### config.mk
export PLATFORM = sky130hd
export DESIGN_NAME = vga_display_engine
export DESIGN_NICKNAME = d
export VERILOG_FILES = /design/src/rtl/vga_display_engine.sv
export SDC_FILE = /design/constraint.sdc
export NUM_CORES = 1
export LEC_CHECK = 0
export ABC_AREA = 1
export CELL_PAD_IN_SITES_DETAIL_PLACEMENT = 0
export CELL_PAD_IN_SITES_GLOBAL_PLACEMENT = 1
export CORE_UTILIZATION = 36
export DETAILED_ROUTE_END_ITERATION = 8
export PLACE_DENSITY = 0.84
export SLEW_MARGIN = 10
export SYNTH_ARGS = -nofsm -noshare
export SYNTH_HDL_FRONTEND = slang
export SYNTH_SLANG_ARGS = --single-unit
export TNS_END_PERCENT = 100
### constraint.sdc
create_clock -name pixel_clk -period 3.05 [get_ports pixel_clk]
set_input_delay 0.7625 -clock pixel_clk [delete_from_list [all_inputs] [get_ports pixel_clk]]
set_output_delay 0.7625 -clock pixel_clk [all_outputs]
set_load 0.05 [all_outputs]
### src/rtl/vga_display_engine.sv
// VGA timing generator with a pixel request interface and a fixed-latency
// colour return path; syncs and colour are delayed together so they stay aligned.
module vga_display_engine #(
  parameter int   WIDTH_COLOR = 12,
  parameter int   WIDTH_POS   = 10,
  parameter int   H_ACTIVE    = 640,
  parameter int   H_FP        = 16,
  parameter int   H_SYNC      = 96,
  parameter int   H_BP        = 48,
  parameter int   V_ACTIVE    = 480,
  parameter int   V_FP        = 10,
  parameter int   V_SYNC      = 2,
  parameter int   V_BP        = 33,
  parameter logic HS_POL      = 1'b0,
  parameter logic VS_POL      = 1'b0,
  parameter int   LATENCY     = 2
) (
  input  logic                       pixel_clk,
  input  logic                       rst,
  input  logic                       en,
  input  logic [WIDTH_COLOR-1:0]     color,
  output logic                       req,
  output logic [WIDTH_POS-1:0]       xpos,
  output logic [WIDTH_POS-1:0]       ypos,
  output logic                       frame_start,
  output logic                       hsync,
  output logic                       vsync,
  output logic [WIDTH_COLOR/3-1:0]   red,
  output logic [WIDTH_COLOR/3-1:0]   green,
  output logic [WIDTH_COLOR/3-1:0]   blue
);

  localparam int CW      = WIDTH_COLOR / 3;
  localparam int H_TOTAL = H_ACTIVE + H_FP + H_SYNC + H_BP;
  localparam int V_TOTAL = V_ACTIVE + V_FP + V_SYNC + V_BP;

  localparam logic [WIDTH_POS-1:0] POS_ZERO = {WIDTH_POS{1'b0}};
  localparam logic [WIDTH_POS-1:0] H_LAST   = WIDTH_POS'(H_TOTAL - 1);
  localparam logic [WIDTH_POS-1:0] V_LAST   = WIDTH_POS'(V_TOTAL - 1);
  localparam logic [WIDTH_POS-1:0] H_ACT    = WIDTH_POS'(H_ACTIVE);
  localparam logic [WIDTH_POS-1:0] V_ACT    = WIDTH_POS'(V_ACTIVE);
  localparam logic [WIDTH_POS-1:0] HS_BEG   = WIDTH_POS'(H_ACTIVE + H_FP);
  localparam logic [WIDTH_POS-1:0] HS_END   = WIDTH_POS'(H_ACTIVE + H_FP + H_SYNC);
  localparam logic [WIDTH_POS-1:0] VS_BEG   = WIDTH_POS'(V_ACTIVE + V_FP);
  localparam logic [WIDTH_POS-1:0] VS_END   = WIDTH_POS'(V_ACTIVE + V_FP + V_SYNC);
  localparam logic HS_OFF = ~HS_POL;
  localparam logic VS_OFF = ~VS_POL;
  localparam logic [CW-1:0] CH_ZERO = {CW{1'b0}};

  if (H_TOTAL >= (1 << WIDTH_POS)) begin : g_bad_h_total
    $error("H_TOTAL does not fit in WIDTH_POS bits");
  end
  if (V_TOTAL >= (1 << WIDTH_POS)) begin : g_bad_v_total
    $error("V_TOTAL does not fit in WIDTH_POS bits");
  end
  if (LATENCY < 1 || LATENCY > 8) begin : g_bad_latency
    $error("LATENCY must be in 1..8");
  end
  if (CW * 3 != WIDTH_COLOR) begin : g_bad_color
    $error("WIDTH_COLOR must split into three equal channels");
  end

  typedef enum logic {IDLE = 1'b0, RUN = 1'b1} state_t;

  state_t               state;
  logic [WIDTH_POS-1:0] h_cnt;
  logic [WIDTH_POS-1:0] v_cnt;
  logic                 run;
  logic                 raw_hs;
  logic                 raw_vs;
  logic [LATENCY-1:0]   hs_pipe;
  logic [LATENCY-1:0]   vs_pipe;
  logic [LATENCY-1:0]   act_pipe;

  // Start is accepted any time from IDLE; stop only on the last pixel of a frame.
  always_ff @(posedge pixel_clk) begin
    if (rst) begin
      state <= IDLE;
      h_cnt <= POS_ZERO;
      v_cnt <= POS_ZERO;
    end else begin
      case (state)
        IDLE: begin
          h_cnt <= POS_ZERO;
          v_cnt <= POS_ZERO;
          if (en) begin
            state <= RUN;
          end else begin
            state <= IDLE;
          end
        end
        RUN: begin
          if (h_cnt == H_LAST) begin
            h_cnt <= POS_ZERO;
            if (v_cnt == V_LAST) begin
              v_cnt <= POS_ZERO;
              if (!en) begin
                state <= IDLE;
              end else begin
                state <= RUN;
              end
            end else begin
              v_cnt <= v_cnt + 1'b1;
            end
          end else begin
            h_cnt <= h_cnt + 1'b1;
          end
        end
        default: begin
          state <= IDLE;
          h_cnt <= POS_ZERO;
          v_cnt <= POS_ZERO;
        end
      endcase
    end
  end

  // Request side is decoded straight from the counter position.
  always_comb begin
    run         = (state == RUN);
    req         = run && (h_cnt < H_ACT) && (v_cnt < V_ACT);
    xpos        = req ? h_cnt : POS_ZERO;
    ypos        = req ? v_cnt : POS_ZERO;
    frame_start = run && (h_cnt == POS_ZERO) && (v_cnt == POS_ZERO);
    raw_hs      = (run && (h_cnt >= HS_BEG) && (h_cnt < HS_END)) ? HS_POL : HS_OFF;
    raw_vs      = (run && (v_cnt >= VS_BEG) && (v_cnt < VS_END)) ? VS_POL : VS_OFF;
  end

  // Delay syncs and active by LATENCY, then one output register where colour joins.
  always_ff @(posedge pixel_clk) begin
    if (rst) begin
      hs_pipe  <= {LATENCY{HS_OFF}};
      vs_pipe  <= {LATENCY{VS_OFF}};
      act_pipe <= {LATENCY{1'b0}};
      hsync    <= HS_OFF;
      vsync    <= VS_OFF;
      red      <= CH_ZERO;
      green    <= CH_ZERO;
      blue     <= CH_ZERO;
    end else begin
      hs_pipe[0]  <= raw_hs;
      vs_pipe[0]  <= raw_vs;
      act_pipe[0] <= req;
      for (int i = 1; i < LATENCY; i++) begin
        hs_pipe[i]  <= hs_pipe[i-1];
        vs_pipe[i]  <= vs_pipe[i-1];
        act_pipe[i] <= act_pipe[i-1];
      end
      hsync <= hs_pipe[LATENCY-1];
      vsync <= vs_pipe[LATENCY-1];
      if (act_pipe[LATENCY-1]) begin
        red   <= color[3*CW-1:2*CW];
        green <= color[2*CW-1:CW];
        blue  <= color[CW-1:0];
      end else begin
        red   <= CH_ZERO;
        green <= CH_ZERO;
        blue  <= CH_ZERO;
      end
    end
  end

endmodule

==> summary.log <==
[synth] distinct cell type count of the synthesized netlist 30
[flow_run] maximum capacitance violations 0
[clocking] Clk pin slew, worst setup/hold paths 80 ps
[clocking] CTS H-tree depth 2
[clocking] clock tree from TritonCTS done
[synth] main flop type after synthesis sky130_fd_sc_hd__dfxtp_1
[floorplanning] number of placed I/O pins 51
[sta] final setup skew 4.91 ps
[finish] # diodes 0
[synth] number of synthesized flops with an enable pin 0
[clocking] count of hold-fix buffers inserted at cts 0
[sta] hold violation count in the final report 0
[floorplanning] horizontal die dimension 73.6 µm
[synth] Mapped Avg Cell Area 7.02 µm²
[setup_path] cell family with most CP delay buffers and inverters
[setup_path] path type of the worst setup path reg -> out
[setup_path] Critical Path Sink Type output pin
[sta] max-slew violation count 0
[drt] number of vias in the routed layout 1668
[power] Clk pwr share 41.1%
[sta] slew at the pin closest to its max-slew limit 514 ps
[drt] starting DRC count in detailed routing 93
[sta] Final Setup Violations 0
[grt] largest net degree at the start of global routing 22
[setup_path] maximum fanout along the worst path 21
[setup_path] critical register-to-register path startpoint h_cnt[0]
[setup_path] sum of buffers and inverters on the critical path 2
[sta] final critical delay including setup and external delays 2770 ps
[power] power per cell area 446 nW/µm²
[clocking] CTS-repair resized insts 3
[drt] number of design rule violations left after detail routing 0
[clocking] clock latency at the later pin of the worst-skew pair 290 ps
[clocking] root buffer cell sky130_fd_sc_hd__clkbuf_8
[sta] TNS Setup 0 ps
[synth] post-synthesis instance area 1850 µm²
[hold_path] Hold Startpoint vs_pipe[1]
[drt] average vias per placed instance 4.39
[finish] fillers 503
[power] share of power burned in combinational logic 8.8%
[sta] worst slew slack as a fraction of its limit 65.6%
[grt] wire length of the first global-routing pass 7200 µm
[floorplanning] Initial Utilization 38.3%
[grt] GRT Residual Overflow 0
[power] Leak 0.00108 µW
[grt] number of global-route vias before repair 1574
[setup_path] cell with the largest stage delay on the worst path sky130_fd_sc_hd__dlygate4sd2_1
[synth] post-synthesis sequential area ratio 44.5%
[floorplanning] die area 5420 µm²
[setup_path] critical path's largest stage delay 530 ps
[power] sequential fraction of design power 50.1%
[floorplanning] area of the core 4820 µm²
[place] Detail Placement HPWL 3070 µm
[place] IO Port Bufs 49
[floorplanning] die span in y 73.6 µm
[synth] top cells by area in the synthesized netlist sky130_fd_sc_hd__dfxtp_1, sky130_fd_sc_hd__nor2_1, sky130_fd_sc_hd__nand2_1
[finish] fraction of the core area covered by cells at the end of the flow 50.5%
[finish] share of post-route cells with drive strength above 1 11.5%
[drt] Routed Wire Length 4210 µm
[power] Switch Pwr 265 µW
[synth] FF+latch count, synth 41
[drt] count of nets left with antenna violations after detail routing 0
[sta] Final Cycle Share 90.9%
[place] last weighted congestion value of the routability-driven placer 0.770
[synth] cell count after synthesis 263
[grt] antenna violations before repair 0
[sta] setup repair after global routing missed its margin false
[clocking] total CTS buffers 5
[power] IR drop worst, VDD 195 µV
[setup_path] cell breakdown of the critical path inv_2 > nor2_4 > o211ai_1 > or2_4 > nor2_1 > dlygate4sd2_1
[power] design internal power 822 µW
[drt] 1st-pass router iterations 4
[synth] synthesized net count 282
[synth] largest area contributor in the synthesized netlist sky130_fd_sc_hd__dfxtp_1
[setup_path] required time worst endpoint 2290 ps
[clocking] clock net sink count 41
[setup_path] worst path arrival time 2010 ps
[power] share of total power consumed by net switching 24.4%
[synth] FFs w/ async S/R, synth 0%
[status] status finished clean
[setup_path] launching element type of the critical path register
[synth] portion of synthesized cell area occupied by the leading cell type 44.5%
[finish] layout overhead on the synthesized area 31.9%
[clocking] clock buffer depth 2
[finish] final-stage net count 331
[grt] GRT Total Usage 17.6%
[floorplanning] Row Count 25
[setup_path] startpoint of the most critical setup path run
[synth] Yosys Warn Count 0
[drt] wire per inst 11.1 µm
[sta] Peak Freq 0.361 GHz
[clocking] post-CTS repair timing setup buffer count 0
[hold_path] min-delay worst type reg -> reg
[metal layers]
layer | vias up | GRT usage [%] | share of wire (%)
met5 | - | 0 | 0
met4 | 0 | 6.41 | 1.4
met3 | 7 | 4.25 | 4.8
met2 | 41 | 27.9 | 46
met1 | 726 | 23.1 | 48
li1 | 894 | - | -
[placed cells by master (no fill, tap or decap), types with 2 or more instances in the layout]
| cell | instances |
|---|---|
| sky130_fd_sc_hd__nor4_1 | 2 |
| sky130_fd_sc_hd__dlymetal6s2s_1 | 2 |
| sky130_fd_sc_hd__a21oi_1 | 7 |
| sky130_fd_sc_hd__inv_1 | 42 |
| sky130_fd_sc_hd__o21ai_0 | 3 |
| sky130_fd_sc_hd__clkbuf_8 | 5 |
| sky130_fd_sc_hd__ha_1 | 4 |
| sky130_fd_sc_hd__dlygate4sd2_1 | 3 |
| sky130_fd_sc_hd__clkdlybuf4s50_1 | 28 |
| sky130_fd_sc_hd__nand4_1 | 4 |
| sky130_fd_sc_hd__nand2_1 | 45 |
| sky130_fd_sc_hd__xor2_1 | 2 |
| sky130_fd_sc_hd__nor2_1 | 66 |
| sky130_fd_sc_hd__or2_2 | 4 |
| sky130_fd_sc_hd__inv_2 | 2 |
| sky130_fd_sc_hd__nand2_2 | 2 |
| sky130_fd_sc_hd__dfxtp_1 | 41 |
| sky130_fd_sc_hd__nor3_1 | 4 |
| sky130_fd_sc_hd__buf_4 | 16 |
| sky130_fd_sc_hd__nand3_1 | 17 |
[state kept, by name, indices dropped and copies added (netlist names), 2 cells and up]
register and flops:
h_cnt 10, hs_pipe 2, vs_pipe 2, act_pipe 2, green 4, red 4, v_cnt 10, blue 4
[worst register-to-register path, cell delays in order, from the launching register on]
cell and delay [ps]:
sky130_fd_sc_hd__dfxtp_1 390, sky130_fd_sc_hd__ha_1 210, sky130_fd_sc_hd__nand3_1 130, sky130_fd_sc_hd__nor2_1 140
sky130_fd_sc_hd__nand2_2 100, sky130_fd_sc_hd__nand2_2 220, sky130_fd_sc_hd__nand2_1 250, sky130_fd_sc_hd__nand2_1 130
sky130_fd_sc_hd__nor2_1 40
[cell usage after synthesis, drive strengths merged (2+ instances only)]
library cell  count
nor3              4
inv              44
nor4              2
dfxtp            41
nand3            17
xor2              2
or2               5
nand4             4
buf               6
ha                4
o21ai             3
nor2             68
nand2            48
a21oi             7
[logic make-up after synthesis]
logic type      synth area share (%)
xor+xnor                       0.949
other cells                    0.203
buf+inv                         12.3
fa+ha+maj                       2.71
simple gates                    35.5
compound gates                  3.86
flops                           44.5
[through the flow]
stage / setup WS (ps) / hold WS [ps] / total power [µW] / cells / area [µm²]
after floorplan: 629 / 388 / 623 / 263 / 1850
final: 279 / 412 / 1090 / 380 / 2430
after global placement: 393 / 389 / 653 / 372 / 2320
after detailed placement: 350 / 392 / 653 / 372 / 2320
after global routing: 155 / 429 / 1140 / 380 / 2430
after CTS: 34.2 / 414 / 1110 / 380 / 2430
[path summary, 6_finish.rpt]
kind | slack (ps) | endpoint | cells past startpoint
max | 280 | xpos[3] | 6
max reg2reg | 1350 | v_cnt[2] | 8
min | 410 | vsync | 1
min reg2reg | 410 | vsync | 1
[area by class of cell]
cell class	instances	area, µm²	area share, %
sequential	41	821	33.7
multi-input combinational	171	798	32.8
timing repair buffer	49	452	18.6
inverter	44	165	6.78
tap	67	83.8	3.44
clock buffer	5	68.8	2.83
clock inverter	3	46.3	1.90
[power by group through the flow]
| stage | combinational, µW | clock, µW | sequential, µW |
|---|---|---|---|
| global placement | 96.1 | 0 | 557 |
| detailed placement | 96.3 | 0 | 557 |
| CTS | 96.9 | 466 | 545 |
| floorplan | 57.8 | 0 | 565 |
| finish | 96.0 | 446 | 545 |
| global route | 105 | 490 | 545 |
Note: power is estimated with default switching activity, not from simulation.
